**config.mk**
```make
export PLATFORM = sky130hd
export DESIGN_NAME = hack_alu_mc
export DESIGN_NICKNAME = d
export VERILOG_FILES = /design/src/rtl/hack_alu_mc.sv
export SDC_FILE = /design/constraint.sdc
export NUM_CORES = 1
export LEC_CHECK = 0
export BUFFER_PORTS_ARGS = -buffer_cell sky130_fd_sc_hd__buf_2
export CORE_MARGIN = 3
export CORE_UTILIZATION = 50
export DETAILED_ROUTE_END_ITERATION = 8
export GPL_TIMING_DRIVEN = 1
export PLACE_DENSITY = 0.79
export SYNTH_ARGS = -nofsm -noshare
export SYNTH_HDL_FRONTEND = slang
export SYNTH_SLANG_ARGS = --single-unit
```
**constraint.sdc**
```tcl
create_clock -name clk -period 3.8 [get_ports clk]
set_input_delay 0.57 -clock clk [delete_from_list [all_inputs] [get_ports clk]]
set_output_delay 0.57 -clock clk [all_outputs]
set_load 0.02 [all_outputs]
```
**src/rtl/hack_alu_mc.sv**
```systemverilog
// hack_alu_mc: handshaked Hack ALU with a registered result and carry flag,
// plus a shift-add unsigned multiply mode that uses one cycle per bit.
// Ports:
//   clk, rst            clock, synchronous active-high reset
//   in_valid/in_ready   operation handshake; x, y, ctrl, mul captured on transfer
//   x, y                WIDTH-bit operands
//   ctrl                {zx,nx,zy,ny,f,no}
//   mul                 1 selects multiply mode
//   out_valid/out_ready result handshake
//   out, zr, ng, cf     registered result and flags
module hack_alu_mc #(
  parameter int unsigned WIDTH = 16
) (
  input  logic             clk,
  input  logic             rst,
  input  logic             in_valid,
  output logic             in_ready,
  input  logic [WIDTH-1:0] x,
  input  logic [WIDTH-1:0] y,
  input  logic [5:0]       ctrl,
  input  logic             mul,
  output logic             out_valid,
  input  logic             out_ready,
  output logic [WIDTH-1:0] out,
  output logic             zr,
  output logic             ng,
  output logic             cf
);

  localparam int unsigned CW = $clog2(WIDTH + 1);
  localparam int unsigned PW = 2 * WIDTH;

  typedef enum logic {IDLE, MUL} state_t;

  state_t           state_q, state_d;
  logic [CW-1:0]    cnt_q, cnt_d;
  logic [PW-1:0]    mcand_q, mcand_d;
  logic [WIDTH-1:0] mplier_q, mplier_d;
  logic [PW-1:0]    acc_q, acc_d;
  logic             no_q, no_d;
  logic             out_valid_d;
  logic [WIDTH-1:0] out_d;
  logic             cf_d;

  logic             accept;
  logic             load;
  logic [WIDTH-1:0] xp, yp;
  logic [WIDTH:0]   sum;
  logic [WIDTH-1:0] hack_r;
  logic [PW-1:0]    acc_step;
  logic             last_iter;

  // Operand preprocessing: optional zero, then optional invert.
  function automatic logic [WIDTH-1:0] prep(input logic [WIDTH-1:0] v,
                                            input logic z, input logic n);
    logic [WIDTH-1:0] t;
    t = z ? '0 : v;
    return n ? ~t : t;
  endfunction

  // Ready depends only on state and the output slot, never on in_valid.
  assign in_ready = !rst && (state_q == IDLE) && (!out_valid || out_ready);
  assign accept   = in_valid && in_ready;

  assign xp        = prep(x, ctrl[5], ctrl[4]);
  assign yp        = prep(y, ctrl[3], ctrl[2]);
  assign sum       = {1'b0, xp} + {1'b0, yp};
  assign hack_r    = ctrl[1] ? sum[WIDTH-1:0] : (xp & yp);
  assign acc_step  = mplier_q[0] ? (acc_q + mcand_q) : acc_q;
  assign last_iter = (cnt_q == CW'(WIDTH - 1));

  // Next-state and result-load logic.
  always_comb begin
    state_d  = state_q;
    cnt_d    = cnt_q;
    mcand_d  = mcand_q;
    mplier_d = mplier_q;
    acc_d    = acc_q;
    no_d     = no_q;
    load     = 1'b0;
    out_d    = out;
    cf_d     = cf;

    case (state_q)
      IDLE: begin
        if (accept) begin
          if (mul) begin
            mcand_d  = {{WIDTH{1'b0}}, xp};
            mplier_d = yp;
            acc_d    = '0;
            cnt_d    = '0;
            no_d     = ctrl[0];
            state_d  = MUL;
          end else begin
            load  = 1'b1;
            out_d = ctrl[0] ? ~hack_r : hack_r;
            cf_d  = ctrl[1] & sum[WIDTH];
          end
        end
      end
      MUL: begin
        // Multiplier bits consumed LSB first; multiplicand shifts up to match.
        acc_d    = acc_step;
        mcand_d  = mcand_q << 1;
        mplier_d = mplier_q >> 1;
        cnt_d    = cnt_q + CW'(1);
        if (last_iter) begin
          load    = 1'b1;
          out_d   = no_q ? ~acc_step[WIDTH-1:0] : acc_step[WIDTH-1:0];
          cf_d    = |acc_step[PW-1:WIDTH];
          state_d = IDLE;
        end
      end
    endcase

    out_valid_d = load ? 1'b1 : (out_ready ? 1'b0 : out_valid);
  end

  // State and result registers; result/flags only change on a load.
  always_ff @(posedge clk) begin
    if (rst) begin
      state_q   <= IDLE;
      cnt_q     <= '0;
      mcand_q   <= '0;
      mplier_q  <= '0;
      acc_q     <= '0;
      no_q      <= 1'b0;
      out_valid <= 1'b0;
      out       <= '0;
      zr        <= 1'b0;
      ng        <= 1'b0;
      cf        <= 1'b0;
    end else begin
      state_q   <= state_d;
      cnt_q     <= cnt_d;
      mcand_q   <= mcand_d;
      mplier_q  <= mplier_d;
      acc_q     <= acc_d;
      no_q      <= no_d;
      out_valid <= out_valid_d;
      if (load) begin
        out <= out_d;
        zr  <= (out_d == '0);
        ng  <= out_d[WIDTH-1];
        cf  <= cf_d;
      end
    end
  end

endmodule
```
==> results of run 1 <==
[cell usage after synthesis (12+ instances only)]
cell / number
sky130_fd_sc_hd__nor2_1: 131
sky130_fd_sc_hd__a21oi_1: 108
sky130_fd_sc_hd__dfxtp_1: 106
sky130_fd_sc_hd__nand2_1: 105
sky130_fd_sc_hd__xnor2_1: 75
sky130_fd_sc_hd__clkbuf_1: 58
sky130_fd_sc_hd__ha_1: 49
sky130_fd_sc_hd__a22oi_1: 37
sky130_fd_sc_hd__o21ai_0: 35
sky130_fd_sc_hd__xor2_1: 35
sky130_fd_sc_hd__nand2b_1: 30
sky130_fd_sc_hd__nand3_1: 28
sky130_fd_sc_hd__nor3_1: 26
sky130_fd_sc_hd__a31oi_1: 24
sky130_fd_sc_hd__a21o_1: 21
sky130_fd_sc_hd__nor2b_1: 20
sky130_fd_sc_hd__inv_1: 18
sky130_fd_sc_hd__nand4_1: 14
sky130_fd_sc_hd__nand3b_1: 12
[worst min path at each step]
stage	depth (start not counted)	slack [ps]	endpoint
global route	2	480	mplier_q[13]$_SDFFE_PP0P_
CTS	2	460	mplier_q[5]$_SDFFE_PP0P_
detailed placement	2	450	mplier_q[5]$_SDFFE_PP0P_
finish	2	460	mplier_q[5]$_SDFFE_PP0P_
floorplan	2	440	mplier_q[10]$_SDFFE_PP0P_
global placement	2	440	mplier_q[1]$_SDFFE_PP0P_
[registers in the layout (all words and copies together), names as in the netlist, 5 cells and up]
register  cells
acc_q        32
mcand_q      32
mplier_q     16
out          16
cnt_q         5
[cell type report]
cell class | count | area (µm²) | area share [%]
clock buffers | 9 | 225.2 | 2.260
clock inverters | 7 | 61.31 | 0.6151
inverters | 20 | 75.07 | 0.7532
multi-input cells | 934 | 6236 | 62.57
flip-flops and latches | 106 | 2126 | 21.33
well taps | 220 | 275.3 | 2.762
repair buffers | 148 | 968.4 | 9.716
[metrics by stage]
step | utilization (%) | total power [mW] | worst slack [ps] | instances
6_report | 59.47 | 3.015 | 220.1 | 1444
5_1_grt | 59.47 | 3.154 | 26.66 | 1444
3_3_place_gp | 57.34 | 2.062 | -126.8 | 1428
3_5_place_dp | 57.34 | 2.073 | -201.0 | 1428
2_1_floorplan | - | 1.763 | 46.47 | 1135
4_1_cts | 59.05 | 2.997 | 167.2 | 1444
[critical path, delay by kind of cell (launching register included)]
kind	cells	cell delay (ps)
simple gates	2	530
mux	1	280
compound gates	7	1570
flops	1	330
fa+ha+maj	2	620
xor+xnor	1	110
[routing by layer]
layer,global-route usage (%),part of all wire (%)
met1,37.37,45
met2,40.65,44
met3,4.018,7.7
met4,9.257,2.8
met5,0,0
[report_power, final]
part	internal [mW]	switching [mW]	leakage (nW)
registers	1.14	0.0276	0.858
clock network	0.457	0.473	0.135
logic	0.405	0.517	3.10
total	2.00	1.02	4.09
[kinds of logic after synthesis]
group / after synthesis
multiplexers: 22
adder cells (fa/ha/maj): 51
flip-flops: 106
buffers and inverters: 95
AO/OA/AOI/OAI: 321
XOR/XNOR: 116
AND/OR/NAND/NOR: 424
==> results by stage, run 1 <==
Synth:
- The adder and majority gate portion of the synthesized area is about 7.5%.
- Counting flops with an async set or reset pin after synthesis yields a share of 0%.
- The combinational family with the most area after synthesis is compound AO/OA/AOI/OAI gates.
- The synthesized flop and latch total is 106.
- The number of library cell types mapped by synthesis is 78.
- After synthesis, flip-flops and latches occupy around a quarter of the total area.
- The net count after synthesis is approximately 1200.
- The area fraction of the dominant cell type after synthesis is between 20 and 25%.
- Of the post-synthesis cell area, the part taken by muxes is roughly 2.7%.
- The synthesized netlist devotes about a quarter of its cell area to compound gates.
- The fraction of synthesized cell area in xor and xnor cells is 12.57%.
- The mapped cell area is 0.008667 mm².
- For this run, the leading register cell type out of synthesis is sky130_fd_sc_hd__dfxtp_1.
- The number of instances in the synthesized netlist is 1135.
- The number of enable-type register cells in the synthesized netlist is 0.
- The simple logic cell fraction of the synthesized area is between 20% and 30%.
- Dividing the synthesized area by the synthesized cell count gives roughly 7.6 µm².
- Yosys printed 0 warnings.
- The cell taking the most area after synthesis is sky130_fd_sc_hd__dfxtp_1.
- In the post-synthesis netlist, the biggest area contributors are sky130_fd_sc_hd__dfxtp_1 24%, sky130_fd_sc_hd__xnor2_1 7.6%, sky130_fd_sc_hd__ha_1 7.1%.

Route:
- Dividing the detail-routed wire length by the instance count gives approximately 17 µm.
- The overall routed net length is roughly 25 mm.
- The via density per instance is roughly 6.
- For this run, design rule violations remaining after detail routing come to 0.
- The total number of vias is 8706.
- The remaining number of nets flagged by the antenna check after routing is 0.
- The number of detailed-routing iterations run before antenna repair is 5.
- The first routing iteration left between 700 and 800 violations.

Timing:
- The worst-case hold slack is around 460 ps.
- The final hold violation count is 0.
- The count of final setup violators is 0.
- At the pin with the least slew margin, the transition time is between 900 and 1000 ps.
- Timing would allow up to about 280 MHz.
- The final critical path takes up a little over nine tenths of the cycle.
- The final max-slew violation count is 0.
- The minimum clock period is roughly 3600 ps.
- Setup repair after global routing left no endpoint under its margin.
- For the final database, setup skew stands at 12.10 ps.
- Headroom to the max-slew limit came out at a little over a third.
- After routing, the total negative slack on setup checks comes to 0 ps.

Critical path:
- Of all nets on the critical path, the largest fanout is 3.
- The reg-to-reg critical path startpoint is mcand_q[0]$_SDFFE_PP0P_.
- At the worst endpoint, the required time is 4040 ps.
- Traced cell by cell, the critical path runs through ha_1, fa_1, a21oi_1, o221ai_2, a21boi_1, o21ai_0, a41oi_1, xnor2_1, mux2_2, a211oi_1, nand4b_1, nor4_1, a31oi_1.
- The capturing element of the worst setup path is cf$_SDFFE_PP0P_.
- In this run the worst setup path begins at mcand_q[0]$_SDFFE_PP0P_.
- The count of cells along the worst register-to-register path is 13.
- The critical path start-end classification is reg2reg.
- In this run the critical register-to-register path is captured at cf$_SDFFE_PP0P_.
- For flop-to-flop paths, the worst setup slack is 220 ps.
- In this design, the stage delay of the slowest critical-path cell is around 400 ps.
- STA classifies the critical path startpoint as a register.
- STA classifies the critical path endpoint as a register.
- For the worst setup path, the data arrival time is between 3000 and 4000 ps.
- The slowest stage cell on the critical path is sky130_fd_sc_hd__fa_1.

Placed design:
- Detailed placement finished with a half-perimeter wire length of between 15 and 20 mm.
- The count of input and output buffers is 63.
- The area after detailed placement is 0.009610 mm².
- Routability-driven placement finished with a final weighted congestion of between 0.9 and 1.

Clocking:
- The maximum count of clock buffers along a single path is 2.
- The count of H-tree levels built during CTS is 3.
- The number of hold buffers added after CTS was 0.
- The root buffer cell chosen for the clock tree is sky130_fd_sc_hd__clkbuf_16.
- For the worst-skew pair, the clock arrives at the later sink with an insertion delay of roughly 370 ps.
- TritonCTS built the clock tree.
- The clock sink count is about 110.
- The post-cts gate resize count is 0.
- Buffers added to address setup during post-CTS repair amount to 0.
- The number of clock buffers added by TritonCTS is 9.
- The clock-pin slew on the worst setup and hold paths is 80 ps.

GRT:
- The pin count of the biggest net entering global routing is 91.
- The number of antenna violations at the first check in global routing came to 0.
- The total congestion overflow is 0.
- Global routing consumed, over all layers together, approximately a quarter of the routing resources.
- The first global-routing pass estimated 39.82 mm of wire.
- The via count of the first global-routing pass is between 7000 and 8000.

Floorplan:
- The floorplan has between 40 and 50 rows.
- The die is between 100 and 150 µm tall.
- The count of pins on the block boundary is 64.
- The area inside the core boundary is 0.01676 mm².
- From left edge to right edge, the die measures ~140 µm.
- Once the floorplan was initialized, standard cells occupied approximately 52% of the core.
- The die covers 0.01895 mm².

Layout:
- The number of antenna diodes in the final layout is 0.
- The area of all placed cells without fillers is 0.009967 mm².
- The layout has about 1500 filler cells.
- In the layout the commonest cells are 130 x sky130_fd_sc_hd__nor2_1, 107 x sky130_fd_sc_hd__a21oi_1, 105 x sky130_fd_sc_hd__nand2_1, 105 x sky130_fd_sc_hd__dfxtp_1, 85 x sky130_fd_sc_hd__buf_4.
- The share of post-route cells with drive strength above 1 is about 17%.
- The final layout contains 1313 nets.
- From synthesis to final layout, the design area changed by 15.00%.
- Leaving out fill and tap cells, the most frequent cell in the layout is sky130_fd_sc_hd__nor2_1.

Hold path:
- The kind of path behind the tightest hold check is reg2reg.
- In this run the most critical hold path is launched from mplier_q[5]$_SDFFE_PP0P_.

Power:
- For this design the static power due to leakage is 4.089 nW.
- The cell area power density is 302.5 mW/mm².
- The maximum vdd drop is between 0.0002 and 0.0003 V.

Job:
- The count of maximum capacitance violations is 0.

Status:
- The flow ran to the end, and the final reports show no timing, DRC or antenna violations.
Power figures use the tool's default switching activity.
==> run 2: changes to the inputs <==
ABC_AREA = 1   (was unset)
CTS_CLUSTER_SIZE = 25   (was unset)
==> results by stage, run 2 <==
Status:
- The flow ran to the end, and the final reports show no timing, DRC or antenna violations.

Synth:
- The synthesized design contains roughly 110 register bits.
- The synthesized netlist contains 50 unique library cells.
- The mapped netlist covers about 0.009 mm².
- Counting every instance in the synthesized netlist gives around 1500.
- The most common cell in the synthesized netlist is sky130_fd_sc_hd__nand2_1.
- In the synthesized netlist the dominant register cell turns out to be sky130_fd_sc_hd__dfxtp_1.
- The cell taking the most area after synthesis is sky130_fd_sc_hd__dfxtp_1.
- During synthesis, Yosys emitted a total of 0 warnings.
- After synthesis, the cell types taking the most area are sky130_fd_sc_hd__dfxtp_1 24%, sky130_fd_sc_hd__nand2_1 21%, sky130_fd_sc_hd__nand3_1 7.6%.
- In this run the biggest area consumer among cell types represents 23.69% of the synthesized area.
- Of all flip-flops after synthesis, the portion carrying an async set or reset was 0%.
- Counting instances in the post-synthesis netlist gives the leading cell types as 507 x sky130_fd_sc_hd__nand2_1, 136 x sky130_fd_sc_hd__nand3_1, 121 x sky130_fd_sc_hd__a21oi_1.
- The share of the Yosys chip area taken by registers is about a quarter.
- The average footprint of a synthesized cell is between 6 and 7 µm².
- The net count after synthesis is about 1600.
- The synthesized design contains 0 enable-type register cells.

Floorplan:
- From bottom edge to top edge, the die measures around 140 µm.
- The die boundary width is around 140 µm.
- The floorplan has 48 rows.
- The initial cell density of the core is around half.
- 64 I/O pins were placed.
- The total area inside the core boundary comes to approximately 0.017 mm².
- The total die area is 0.01956 mm².

Critical path:
- At the worst endpoint, the arrival time is between 3000 and 4000 ps.
- The setup path with the least slack is of type reg2reg.
- The critical path starts at acc_q[1]$_SDFFE_PP0P_.
- In this run the worst path has a maximum fanout of 5.
- The destination of the worst register-to-register timing path is cf$_SDFFE_PP0P_.
- The slack of the worst reg-to-reg path is 620 ps.
- The reg-to-reg critical path startpoint is acc_q[1]$_SDFFE_PP0P_.
- The data required time of the worst path is roughly 4000 ps.
- The nature of the critical path endpoint is a register.
- Counting cells, the worst reg-to-reg path comes to 16.
- Following the worst setup path forward leads to its endpoint at cf$_SDFFE_PP0P_.
- STA classifies the critical path startpoint as a register.

Route:
- The first-iteration detailed-routing DRC count is 961.
- Dividing the detail-routed wire length by the instance count gives about 16 µm.
- Wires add up to 26.81 mm.
- The remaining number of nets flagged by the antenna check after routing is 0.
- The DRC violations left is 0.
- The number of detailed-routing iterations run before antenna repair is 6.
- The total number of vias is between 9000 and 10000.
- The via density per instance is about 5.6.

Timing:
- Summed over all failing endpoints, the final setup total negative slack is 0 ps.
- Timing would allow up to 314.7 MHz.
- The worst pin sits at a relative slew slack of roughly 45%.
- Setup violations remaining at the end of the flow were counted as 0.
- The final max-slew violation count is 0.
- The worst path uses between 80% and 90% of the clock period.
- For the pin with the worst max-slew slack, the measured transition is ~830 ps.
- Setup repair after global routing left no endpoint under its margin.
- For the finished layout, the period the worst path requires is about 3200 ps.
- On the final layout, the worst hold slack is roughly 460 ps.
- On the final layout, the worst clock skew is about 11 ps.
- The final hold violation count is 0.
- The final worst setup slack is 622.5 ps.

Placed design:
- The worst-case setup slack after placement is approximately 360 ps.
- In this run the cell area measured after placement is 0.009363 mm².
- Input and output buffers added on the ports amount to 63.
- The half-perimeter wire length after detailed placement is slightly above 20 mm.
- After detailed placement, the design holds a cell count of around 1700.
- The congestion estimate from routability-driven global placement came to 1.005.

GRT:
- The number of antenna violations at the first check in global routing was 0.
- Entering global routing, the biggest net connects 73 pins.
- Global routing finished with a remaining overflow of 0.
- Across every metal layer, demand over resource in global routing totals around 27%.
- The via count of the first global-routing pass is between 8000 and 9000.
- The wire length of the first global-routing pass is 43.46 mm.

Layout:
- The final core utilization is a little under three fifths.
- The total of fill cells in the finished design is 1772.
- In the layout the commonest cells are 507 x sky130_fd_sc_hd__nand2_1, 136 x sky130_fd_sc_hd__nand3_1, 121 x sky130_fd_sc_hd__a21oi_1.
- Cells with a size suffix above 1 make up roughly an eighth of the layout.
- The number of antenna diodes in the final layout is 0.
- In the final layout, the registers with the most flip-flops are acc_q: 32 flops, mcand_q: 32 flops.
- The count of nets after finishing is approximately 1600.
- The area of all placed cells without fillers is between 0.009 and 0.01 mm².
- The area growth from synthesis to layout is 7.543%.
- The number of cells in the finished layout apart from fillers is around 1700.
- The library cell used most frequently in the layout, excluding fill and tap cells, is sky130_fd_sc_hd__nand2_1.

Clocking:
- Clock tree synthesis inserted a total of 9 buffers.
- For the worst-skew pair, the clock arrives at the later sink with an insertion delay of around 360 ps.
- The number of buffers inserted for hold repair after clock tree synthesis is 0.
- TritonCTS built the clock tree.
- The maximum count of clock buffers along a single path is 2.
- The clock tree synthesis step divided the H-tree into 3 levels.
- Gates resized during post-CTS repair numbered 0.
- The tree is rooted in a sky130_fd_sc_hd__clkbuf_16.
- After clock tree synthesis, the clock-pin slew on the worst setup and hold paths is roughly 80 ps.
- The number of setup buffers added after CTS is 0.
- The clock sink count is roughly 110.

Hold path:
- The worst hold path belongs to the class reg2reg.

Job:
- The count of maximum capacitance violations is 0.

Power:
- Summing internal, switching and leakage power gives 2.852 mW.
- The maximum vdd drop is about 0.00026 V.
- The cell area power density is between 200 and 300 mW/mm².
- Summed over all cells, the static leakage comes to roughly 4.3 nW.
run 2: changes by cell type in the layout (fill, tap and decap cells not counted), moves of 23 or more:
cell,delta
sky130_fd_sc_hd__nand3_1,+109
sky130_fd_sc_hd__xnor2_1,-66
sky130_fd_sc_hd__o21ai_0,+23
sky130_fd_sc_hd__nor2_1,-43
sky130_fd_sc_hd__nand2_1,+402
sky130_fd_sc_hd__buf_4,-67
sky130_fd_sc_hd__inv_1,+97
sky130_fd_sc_hd__nand2b_1,-30
sky130_fd_sc_hd__or2_2,+28
sky130_fd_sc_hd__a22oi_1,-37
run 2: cells by family (layout without fill, tap and decap cells):
kind of cell | count (synthesis) | after routing | share of synthesized area (%)
flops | 106 | 106 | 23.69
compound gates | 250 | 250 | 15.64
fa+ha+maj | 51 | 51 | 7.292
mux | 1 | 1 | 0.1118
buf+inv | 196 | 225 | 9.289
simple gates | 830 | 830 | 40.06
xor+xnor | 40 | 40 | 3.911
run 2: worst min-delay path by stage:
stage | start | endpoint | slack, ps | cells past startpoint
finish | mplier_q[15]$_SDFFE_PP0P_ | mplier_q[15]$_SDFFE_PP0P_ | 460 | 2
global route | mplier_q[11]$_SDFFE_PP0P_ | mplier_q[10]$_SDFFE_PP0P_ | 480 | 2
CTS | mplier_q[15]$_SDFFE_PP0P_ | mplier_q[15]$_SDFFE_PP0P_ | 460 | 2
detailed placement | mplier_q[15]$_SDFFE_PP0P_ | mplier_q[15]$_SDFFE_PP0P_ | 450 | 2
global placement | mplier_q[15]$_SDFFE_PP0P_ | mplier_q[15]$_SDFFE_PP0P_ | 450 | 2
floorplan | mplier_q[15]$_SDFFE_PP0P_ | mplier_q[15]$_SDFFE_PP0P_ | 440 | 2
run 2: final cells by class:
class / count / area, µm² / share of cell area (%)
Multi-Input combinational cell: 1172 / 6013 / 62.42
Sequential cell: 106 / 2123 / 22.04
Inverter: 130 / 499.2 / 5.182
Timing Repair Buffer: 80 / 445.4 / 4.624
Tap cell: 225 / 281.5 / 2.922
Clock buffer: 10 / 229.0 / 2.377
Clock inverter: 5 / 41.29 / 0.4286
run 2: metal layers:
metal | track usage (%) | vias up | part of all wire, % | wire length [µm]
met3 | 3.333 | 52 | 7.1 | 1909
li1 | - | 4857 | - | -
met5 | 0 | - | 0 | 0
met4 | 8.618 | 0 | 2.8 | 752
met2 | 44.21 | 386 | 45 | 12180
met1 | 36.67 | 4412 | 45 | 11970
run 2: critical path, cell delays in order (launching register included):
cell	delay, ps
sky130_fd_sc_hd__dfxtp_1	420
sky130_fd_sc_hd__ha_1	260
sky130_fd_sc_hd__nand3_1	80
sky130_fd_sc_hd__nand3_1	120
sky130_fd_sc_hd__a21oi_2	300
sky130_fd_sc_hd__o21ai_0	260
sky130_fd_sc_hd__nand2_1	120
sky130_fd_sc_hd__nand2_1	140
sky130_fd_sc_hd__a21oi_1	290
sky130_fd_sc_hd__xor2_1	170
sky130_fd_sc_hd__nand2_1	60
sky130_fd_sc_hd__o21ai_0	120
sky130_fd_sc_hd__nand3_1	120
sky130_fd_sc_hd__nor2_1	190
sky130_fd_sc_hd__nand4_1	190
sky130_fd_sc_hd__nand2_1	110
sky130_fd_sc_hd__a21oi_1	70
run 2: report_power, final:
group / switching, mW / internal (mW)
Combinational: 0.536 / 0.257
Clock: 0.444 / 0.446
Sequential: 0.0283 / 1.14
Total: 1.01 / 1.84
